<file path="config.mk">
export PLATFORM = sky130hd
export DESIGN_NAME = master_req_queue
export DESIGN_NICKNAME = d
export VERILOG_FILES = /design/src/rtl/master_req_queue.sv
export SDC_FILE = /design/constraint.sdc
export NUM_CORES = 1
export LEC_CHECK = 0
export ABC_CLOCK_PERIOD_IN_PS = 2700
export CORE_MARGIN = 4
export CORE_UTILIZATION = 53
export CTS_CLUSTER_SIZE = 16
export DETAILED_ROUTE_END_ITERATION = 10
export PLACE_DENSITY = 0.79
export SETUP_SLACK_MARGIN = 0.4
export SLEW_MARGIN = 10
export SYNTH_ARGS = -nofsm -noshare
export SYNTH_HDL_FRONTEND = slang
export SYNTH_SLANG_ARGS = --single-unit
</file>
<file path="constraint.sdc">
create_clock -name clk -period 2.7 [get_ports clk]
set_clock_uncertainty 0.2 [all_clocks]
set_input_delay 0.675 -clock clk [delete_from_list [all_inputs] [get_ports clk]]
set_output_delay 0.675 -clock clk [all_outputs]
set_load 0.02 [all_outputs]
</file>
<file path="src/rtl/master_req_queue.sv">
// master_req_queue: DEPTH-entry request FIFO that feeds master_port one transaction at a time.
// Define MRQ_STATS_EN to build the wr_count/rd_count completion counters.
module master_req_queue #(
  parameter int ADDR_WIDTH = 16,
  parameter int DATA_WIDTH = 8,
  parameter int DEPTH_LOG2 = 2
) (
  input  logic                  clk,
  input  logic                  rst,
  input  logic                  req_valid,
  output logic                  req_ready,
  input  logic [ADDR_WIDTH-1:0] req_addr,
  input  logic [DATA_WIDTH-1:0] req_wdata,
  input  logic                  req_mode,
  output logic                  rsp_valid,
  output logic [DATA_WIDTH-1:0] rsp_rdata,
  output logic [ADDR_WIDTH-1:0] daddr,
  output logic [DATA_WIDTH-1:0] dwdata,
  output logic                  dmode,
  output logic                  dvalid,
  input  logic                  dready,
  input  logic [DATA_WIDTH-1:0] drdata,
  output logic                  busy,
  output logic [15:0]           wr_count,
  output logic [15:0]           rd_count
);

  localparam int DEPTH = 1 << DEPTH_LOG2;
  localparam logic [DEPTH_LOG2:0]   CNT_FULL = (DEPTH_LOG2+1)'(DEPTH);
  localparam logic [DEPTH_LOG2:0]   CNT_ONE  = (DEPTH_LOG2+1)'(1);
  localparam logic [DEPTH_LOG2-1:0] PTR_ONE  = DEPTH_LOG2'(1);

  typedef struct packed {
    logic [ADDR_WIDTH-1:0] addr;
    logic [DATA_WIDTH-1:0] wdata;
    logic                  mode;
  } req_t;

  typedef enum logic [1:0] {IDLE, ISSUE, WAIT_BUSY, WAIT_DONE} state_t;

  req_t                  mem_q [DEPTH];
  req_t                  mem_d [DEPTH];
  logic [DEPTH_LOG2-1:0] wr_ptr_q, wr_ptr_d;
  logic [DEPTH_LOG2-1:0] rd_ptr_q, rd_ptr_d;
  logic [DEPTH_LOG2:0]   count_q, count_d;
  state_t                state_q, state_d;
  req_t                  dreq_q, dreq_d;
  logic                  rsp_valid_q, rsp_valid_d;
  logic [DATA_WIDTH-1:0] rsp_rdata_q, rsp_rdata_d;
  logic                  push, pop;

  // Ready looks only at the registered count, so a same-cycle pop never frees a slot.
  assign req_ready = (count_q != CNT_FULL);
  assign push      = req_valid & req_ready;
  assign pop       = (state_q == WAIT_DONE) & dready;

  always_comb begin
    mem_d    = mem_q;
    wr_ptr_d = wr_ptr_q;
    rd_ptr_d = rd_ptr_q;
    count_d  = count_q;
    if (push) begin
      mem_d[wr_ptr_q] = '{addr: req_addr, wdata: req_wdata, mode: req_mode};
      wr_ptr_d        = wr_ptr_q + PTR_ONE;
    end
    if (pop) rd_ptr_d = rd_ptr_q + PTR_ONE;
    unique case ({push, pop})
      2'b10:   count_d = count_q + CNT_ONE;
      2'b01:   count_d = count_q - CNT_ONE;
      default: count_d = count_q;
    endcase
  end

  always_comb begin
    state_d     = state_q;
    dreq_d      = dreq_q;
    rsp_valid_d = 1'b0;
    rsp_rdata_d = rsp_rdata_q;
    unique case (state_q)
      IDLE: begin
        if (count_q != '0) begin
          state_d = ISSUE;
          dreq_d  = mem_q[rd_ptr_q];
        end
      end
      ISSUE:     if (dready)  state_d = WAIT_BUSY;
      WAIT_BUSY: if (!dready) state_d = WAIT_DONE;
      WAIT_DONE: begin
        if (dready) begin
          state_d = IDLE;
          if (!dreq_q.mode) begin
            rsp_valid_d = 1'b1;
            rsp_rdata_d = drdata;
          end
        end
      end
      default: state_d = IDLE;
    endcase
  end

  always_ff @(posedge clk) begin
    if (rst) begin
      for (int i = 0; i < DEPTH; i++) mem_q[i] <= '0;
      wr_ptr_q    <= '0;
      rd_ptr_q    <= '0;
      count_q     <= '0;
      state_q     <= IDLE;
      dreq_q      <= '0;
      rsp_valid_q <= 1'b0;
      rsp_rdata_q <= '0;
    end else begin
      mem_q       <= mem_d;
      wr_ptr_q    <= wr_ptr_d;
      rd_ptr_q    <= rd_ptr_d;
      count_q     <= count_d;
      state_q     <= state_d;
      dreq_q      <= dreq_d;
      rsp_valid_q <= rsp_valid_d;
      rsp_rdata_q <= rsp_rdata_d;
    end
  end

  assign daddr     = dreq_q.addr;
  assign dwdata    = dreq_q.wdata;
  assign dmode     = dreq_q.mode;
  assign dvalid    = (state_q == ISSUE);
  assign rsp_valid = rsp_valid_q;
  assign rsp_rdata = rsp_rdata_q;
  assign busy      = (count_q != '0) | (state_q != IDLE);

`ifdef MRQ_STATS_EN
  logic [15:0] wr_count_q, wr_count_d;
  logic [15:0] rd_count_q, rd_count_d;

  always_comb begin
    wr_count_d = wr_count_q;
    rd_count_d = rd_count_q;
    if (pop) begin
      if (dreq_q.mode) wr_count_d = wr_count_q + 16'd1;
      else             rd_count_d = rd_count_q + 16'd1;
    end
  end

  always_ff @(posedge clk) begin
    if (rst) begin
      wr_count_q <= '0;
      rd_count_q <= '0;
    end else begin
      wr_count_q <= wr_count_d;
      rd_count_q <= rd_count_d;
    end
  end

  assign wr_count = wr_count_q;
  assign rd_count = rd_count_q;
`else
  assign wr_count = '0;
  assign rd_count = '0;
`endif

endmodule

</file>
==> flow_summary.yaml, run 1 <==
timing:
  grt_setup_unrepaired: "true"
  tightest_slew_ns: 0.7231
  fmax_ghz: 0.4074
  period_share_pct: 90.92
  slew_violations: 0
  fin_crit_ns: 2.455
  setup_violations: 0
  fin_tns_setup_ns: 0
  timing.slew.headroom_pct: 51.80
  holdWs_ns: 0.2762
  hold_viol: 0
setup_path:
  end_kind: "primary output"
  rr_startpoint: "state_q[0]"
  worstRegToRegCells: 8
  startpoint_type: "flip-flop"
  crit_fanout: 2
  arrival_ns: 1.58
  crit_required_ns: 1.82
  cp_slowest_cell: "or4b_4"
  path_class: "reg2out"
  cp_cell_sequence: "inv_2 > ha_4 > or4b_4 > buf_6"
  critical_path.max_stage_delay_ns: 0.48
  rr_endpoint: "count_q[2]"
  ff2ff_setup_slack_ns: 0.47
worst_hold_path:
  hold_class: "reg2reg"
  min_path_cells: 2
  holdCritStartpoint: "mem_q[15]"
  whs_endpoint: "mem_q[15]"
route:
  wl_met2_mm: 7.055
  wl_met3_um: 474
  drt_iter0_drc: 163
  vias_per_cell: 5.291
  route.top_layer_used: "met4"
  first_pass_iters: 4
  routed_wirelength_mm: 13.64
  m1WireLength_mm: 5.881
  route.detailed.drc: 0
  avgRoutedWirePerCell_um: 17.10
  ant_nets: 0
  vias: 4222
synth:
  seq_area_frac_synth_pct: 44.18
  synth_warnings: 0
  netlist_area_um2: 6480
  synth_edf_count: 0
  avgSynthCellArea_um2: 11.49
  synth_xor_area_share_pct: 0.5406
  synth.distinct_cells: 36
  async_flop_share_pct: 0
  muxShareOfSynthArea_pct: 25.68
  synth-seq-cells: 143
  synthFlopType: "dfxtp_1"
  synth_compound_area_share_pct: 4.364
  synth_top_family_by_area: "multiplexers"
  synthCells: 564
  synthAdderAreaFrac_pct: 2.047
  yosys.area_share.simple_pct: 15.25
floorplan:
  core_region_area_um2: 12010
  initial_core_util_pct: 53.95
  die-height_um: 118.6
  die_width_um: 118.6
  die-area_um2: 14060
  io_pins: 106
  rows: 40
global_routing:
  grt_pass1_wl_mm: 22.25
  grt_max_degree: 95
  grt_pass1_vias: 4530
  antenna_found_initial: 0
  overflow: 0
  grt_util_all_layers_pct: 19.71
clock_tree:
  numCtsBuffers: 17
  clockBufferDepth: 2
  root_buffer: "clkbuf_16"
  cts_hold_buf: 0
  path_clk_slew_ns: 0.06
  cts.sinks: 143
  tritoncts: "yes"
  htree_levels: 4
  clock_latency_ns: 0.42
placement:
  gp_congestion: 0.7642
  dp_hpwl_mm: 8.755
  io_buffers: 73
final_layout:
  layout_commonest_cell: "dfxtp_1"
  final_util_pct: 66.30
  fillers: 921
  layout_common_cells: "dfxtp_1, nand2b_1, mux2i_1, clkdlybuf4s50_1, conb_1"
  final_nets: 686
  antenna_cells: 0
  drive_above_1_share_pct: 15.51
  syn2layout_area_growth_pct: 22.90
power:
  pwr-share-clk_pct: 46.2
  p_comb_share_pct: 15.2
  power.switching_mw: 1.409
  vdd_drop_max_mv: 0.5198
  p_total_mw: 5.931
  seqPwrFrac_pct: 38.6
  power_density_nw_per_um2: 744.8
  p_leak_nw: 3.471
  intPower_mw: 4.523
  switching_share_pct: 23.75
run_status:
  status: "completed"
run:
  max_cap_violations: 0
==> power groups by stage <==
stage	Combinational, mW	Sequential [mW]	Clock (mW)
2_1_floorplan	0.537	2.35	0
3_3_place_gp	0.776	2.33	0
3_5_place_dp	0.796	2.34	0
4_1_cts	0.881	2.29	2.78
5_1_grt	0.959	2.31	2.85
6_report	0.899	2.29	2.74
==> registers in the layout, indices dropped and copies added, names as in the netlist <==
| signal | flops |
|---|---|
| dwdata | 8 |
| rsp_rdata | 8 |
| rsp_valid | 1 |
| dmode | 1 |
| wr_ptr_q | 2 |
| count_q | 3 |
| state_q | 2 |
| mem_q | 100 |
| rd_ptr_q | 2 |
| daddr | 16 |
==> area by class of cell <==
| class | count | area [um^2] | area share [%] |
|---|---|---|---|
| inverters | 4 | 15.01 | 0.1885 |
| flip-flops and latches | 143 | 2869 | 36.03 |
| well taps | 147 | 183.9 | 2.309 |
| clock inverters | 10 | 231.5 | 2.907 |
| clock buffers | 21 | 460.4 | 5.782 |
| multi-input cells | 376 | 3273 | 41.10 |
| repair buffers | 97 | 930.9 | 11.69 |
==> worst max-delay path, delay by kind of cell (launching register included) <==
| kind | cells | cell delay, ns |
|---|---|---|
| adder cells (fa/ha/maj) | 1 | 0.14 |
| AND/OR/NAND/NOR | 1 | 0.48 |
| buffers and inverters | 2 | 0.22 |
| flip-flops | 1 | 0.33 |
==> layer usage <==
layer,up-vias,global-route usage (%)
li1,2029,-
met1,2075,22.86
met2,95,35.03
met3,23,4.306
met4,0,8.255
met5,-,0
==> timing repair <==
action	in CTS	in global routing
resized for setup	26	8
endpoints found under the setup margin	5	19
buffers inserted	5	0
pin swaps	1	1
==> Yosys cell counts, drive strengths merged, types with 2 or more instances <==
library cell | number | area share [%]
a21o | 2 | 0.23
a21oi | 3 | 0.23
a22o | 25 | 3.4
and3 | 2 | 0.19
buf | 54 | 6.6
clkbuf | 18 | 1.0
dfxtp | 143 | 44
ha | 9 | 1.7
inv | 4 | 0.23
mux2i | 110 | 17
mux4 | 25 | 8.7
nand2b | 127 | 12
nand3 | 7 | 1.0
nor2 | 15 | 0.87
nor2b | 2 | 0.19
o21ai | 2 | 0.15
xnor2 | 2 | 0.27
xor2 | 2 | 0.27
==> per-stage QoR <==
| stage | cells | cell area (um^2) | setup WS [ns] |
|---|---|---|---|
| global placement | 762 | 7187 | 0.008921 |
| CTS | 798 | 7941 | 0.2503 |
| finish | 798 | 7964 | 0.2452 |
| detailed placement | 762 | 7187 | -0.05619 |
| global route | 798 | 7964 | 0.2108 |
| floorplan | 595 | 6603 | 0.4284 |
==> cell families (layout without fill, tap and decap cells) <==
group | Yosys count | count (layout)
xor gates and xnor gates | 4 | 4
other | 1 | 32
muxes | 135 | 135
DFF | 143 | 143
AOI/OAI and AO/OA | 35 | 35
and+or+nand+nor | 160 | 160
buffers and inverters | 76 | 132
adders and majority gates | 10 | 10
==> worst max-delay path by stage <==
stage	startpoint	end	slack [ns]	depth (start not counted)
floorplan	req_valid	count_q[2]	0.43	7
global route	state_q[1]	busy	0.21	4
detailed placement	dready	count_q[2]	-0.06	7
finish	state_q[0]	busy	0.25	4
global placement	dready	count_q[2]	0.009	7
CTS	state_q[1]	busy	0.25	4
Note: power is estimated with default switching activity, not from simulation.
==> inputs of run 2 (changes only) <==
ABC_CLOCK_PERIOD_IN_PS = 2840   (was 2700)
CORE_UTILIZATION = 58   (was 53)
PLACE_DENSITY = 0.86   (was 0.79)
clock period = 2.84 ns   (was 2.7 ns; I/O delays follow)
==> flow_summary.yaml, run 2 (synthesis results as in run 1) <==
final_layout:
  multiInputGateArea_um2: 3248
  syn2layout_area_growth_pct: 21.14
  layout_commonest_cell: "dfxtp_1"
  final_nets: 678
  drive_above_1_share_pct: 14.17
  fin_cells: 782
  fillers: 747
  layout_common_cells: "dfxtp_1, nand2b_1, mux2i_1, clkdlybuf4s50_1, conb_1"
  design_area_um2: 7850
  final_util_pct: 72.10
  seq_area_um2: 2872
  regMostFlops: "mem_q"
  largest_reg_flops: 100
  antenna_cells: 0
power:
  power_density_nw_per_um2: 686.6
  p_comb_share_pct: 15.0
  pwr-share-clk_pct: 44.5
  vdd_drop_max_mv: 0.5080
  p_leak_nw: 3.562
  power.switching_mw: 1.311
  seqPwrFrac_pct: 40.4
  intPower_mw: 4.079
  switching_share_pct: 24.32
timing:
  grt_setup_unrepaired: "true"
  timing.slew.headroom_pct: 54.49
  period_share_pct: 91.55
  fin_tns_setup_ns: 0
  setup_violations: 0
  tightest_slew_ns: 0.6796
  slew_violations: 0
  fmax_ghz: 0.3846
  fin_crit_ns: 2.600
  holdWs_ns: 0.2743
  hold_viol: 0
clock_tree:
  clock_latency_ns: 0.53
  htree_levels: 4
  numCtsBuffers: 17
  cts.sinks: 143
  root_buffer: "clkbuf_8"
  tritoncts: "yes"
  path_clk_slew_ns: 0.06
  cts_hold_buf: 0
  clockBufferDepth: 2
placement:
  gp_congestion: 0.7491
  dpl_cell_area_um2: 7147
  dp_hpwl_mm: 8.370
  dp.cells: 749
  io_buffers: 73
route:
  vias: 4205
  vias_per_cell: 5.377
  drt_iter0_drc: 196
  avgRoutedWirePerCell_um: 16.75
  route.detailed.drc: 0
  routed_wirelength_mm: 13.10
  ant_nets: 0
  first_pass_iters: 5
setup_path:
  arrival_ns: 1.69
  crit_required_ns: 1.93
  rr_startpoint: "state_q[0]"
  critical_path.max_stage_delay_ns: 0.47
  end_kind: "primary output"
  critPathBufInv: 2
  startpoint: "state_q[1]"
  critical-path-top-delay-family: "simple AND/OR/NAND/NOR gates"
  startpoint_type: "flip-flop"
  cp_cell_sequence: "inv_4 > ha_4 > or4b_4 > buf_6"
  crit_fanout: 3
  cp_slowest_cell: "or4b_4"
  path_class: "reg2out"
global_routing:
  grt_max_degree: 100
  grt_pass1_wl_mm: 21.55
  grt_util_all_layers_pct: 21.22
  grt_pass1_vias: 4441
  antenna_found_initial: 0
  overflow: 0
floorplan:
  die-height_um: 113.7
  core_region_area_um2: 10890
  io_pins: 106
  rows: 38
  die-area_um2: 12930
  initial_core_util_pct: 59.52
  die_width_um: 113.7
worst_hold_path:
  holdCritStartpoint: "dwdata[1]"
  hold_class: "reg2reg"
run:
  max_cap_violations: 0
run_status:
  status: "completed"
[run 2: changes by cell type in the layout (fill, tap and decap cells not counted), moves of 2 or more]
| cell | change |
|---|---|
| buf_4 | -9 |
| clkbuf_1 | -2 |
| clkdlybuf4s50_1 | -8 |
| clkinv_2 | +4 |
| dlymetal6s2s_1 | +8 |
| ha_1 | +2 |
[run 2: area by class of cell]
type	instances	area share, %
clock inverters	13	2.805
clock buffers	17	5.276
multi-input cells	376	41.38
flip-flops and latches	143	36.58
well taps	140	2.231
repair buffers	89	11.51
inverters	4	0.2231
[run 2: layer usage]
layer / global-route usage [%] / vias to the layer above / part of all wire [%]
li1: - / 2026 / -
met1: 25.89 / 2049 / 43
met2: 35.89 / 106 / 50
met3: 5.517 / 24 / 4.5
met4: 8.413 / 0 / 1.7
met5: 0 / - / 0
[run 2: power groups by stage]
stage	Clock, mW	Combinational [mW]	Sequential [mW]
2_1_floorplan	0	0.509	2.23
3_3_place_gp	0	0.728	2.21
3_5_place_dp	0	0.752	2.22
4_1_cts	2.43	0.765	2.18
5_1_grt	2.52	0.870	2.19
6_report	2.40	0.811	2.18
[run 2: per-stage QoR]
step / power, mW / setup slack [ns]
global placement: 2.937 / 0.08682
detailed placement: 2.969 / 0.05641
global route: 5.581 / 0.1884
CTS: 5.373 / 0.1571
finish: 5.390 / 0.2400
floorplan: 2.743 / 0.4295
[run 2: path summary, 6_finish.rpt]
check | slack (ns) | end | cells after the start
setup reg to reg | 0.49 | count_q[2] | 8
hold reg to reg | 0.27 | dwdata[1] | 1
setup / recovery | 0.24 | busy | 4
hold / removal | 0.27 | dwdata[1] | 1
[run 2: repair_timing]
| item | CTS | global route |
|---|---|---|
| endpoints found under the setup margin | 4 | 13 |
| resized for setup | 19 | 18 |
| hold endpoints to repair | 0 | 0 |
| cloned | 0 | 0 |
| buffers inserted | 0 | 3 |
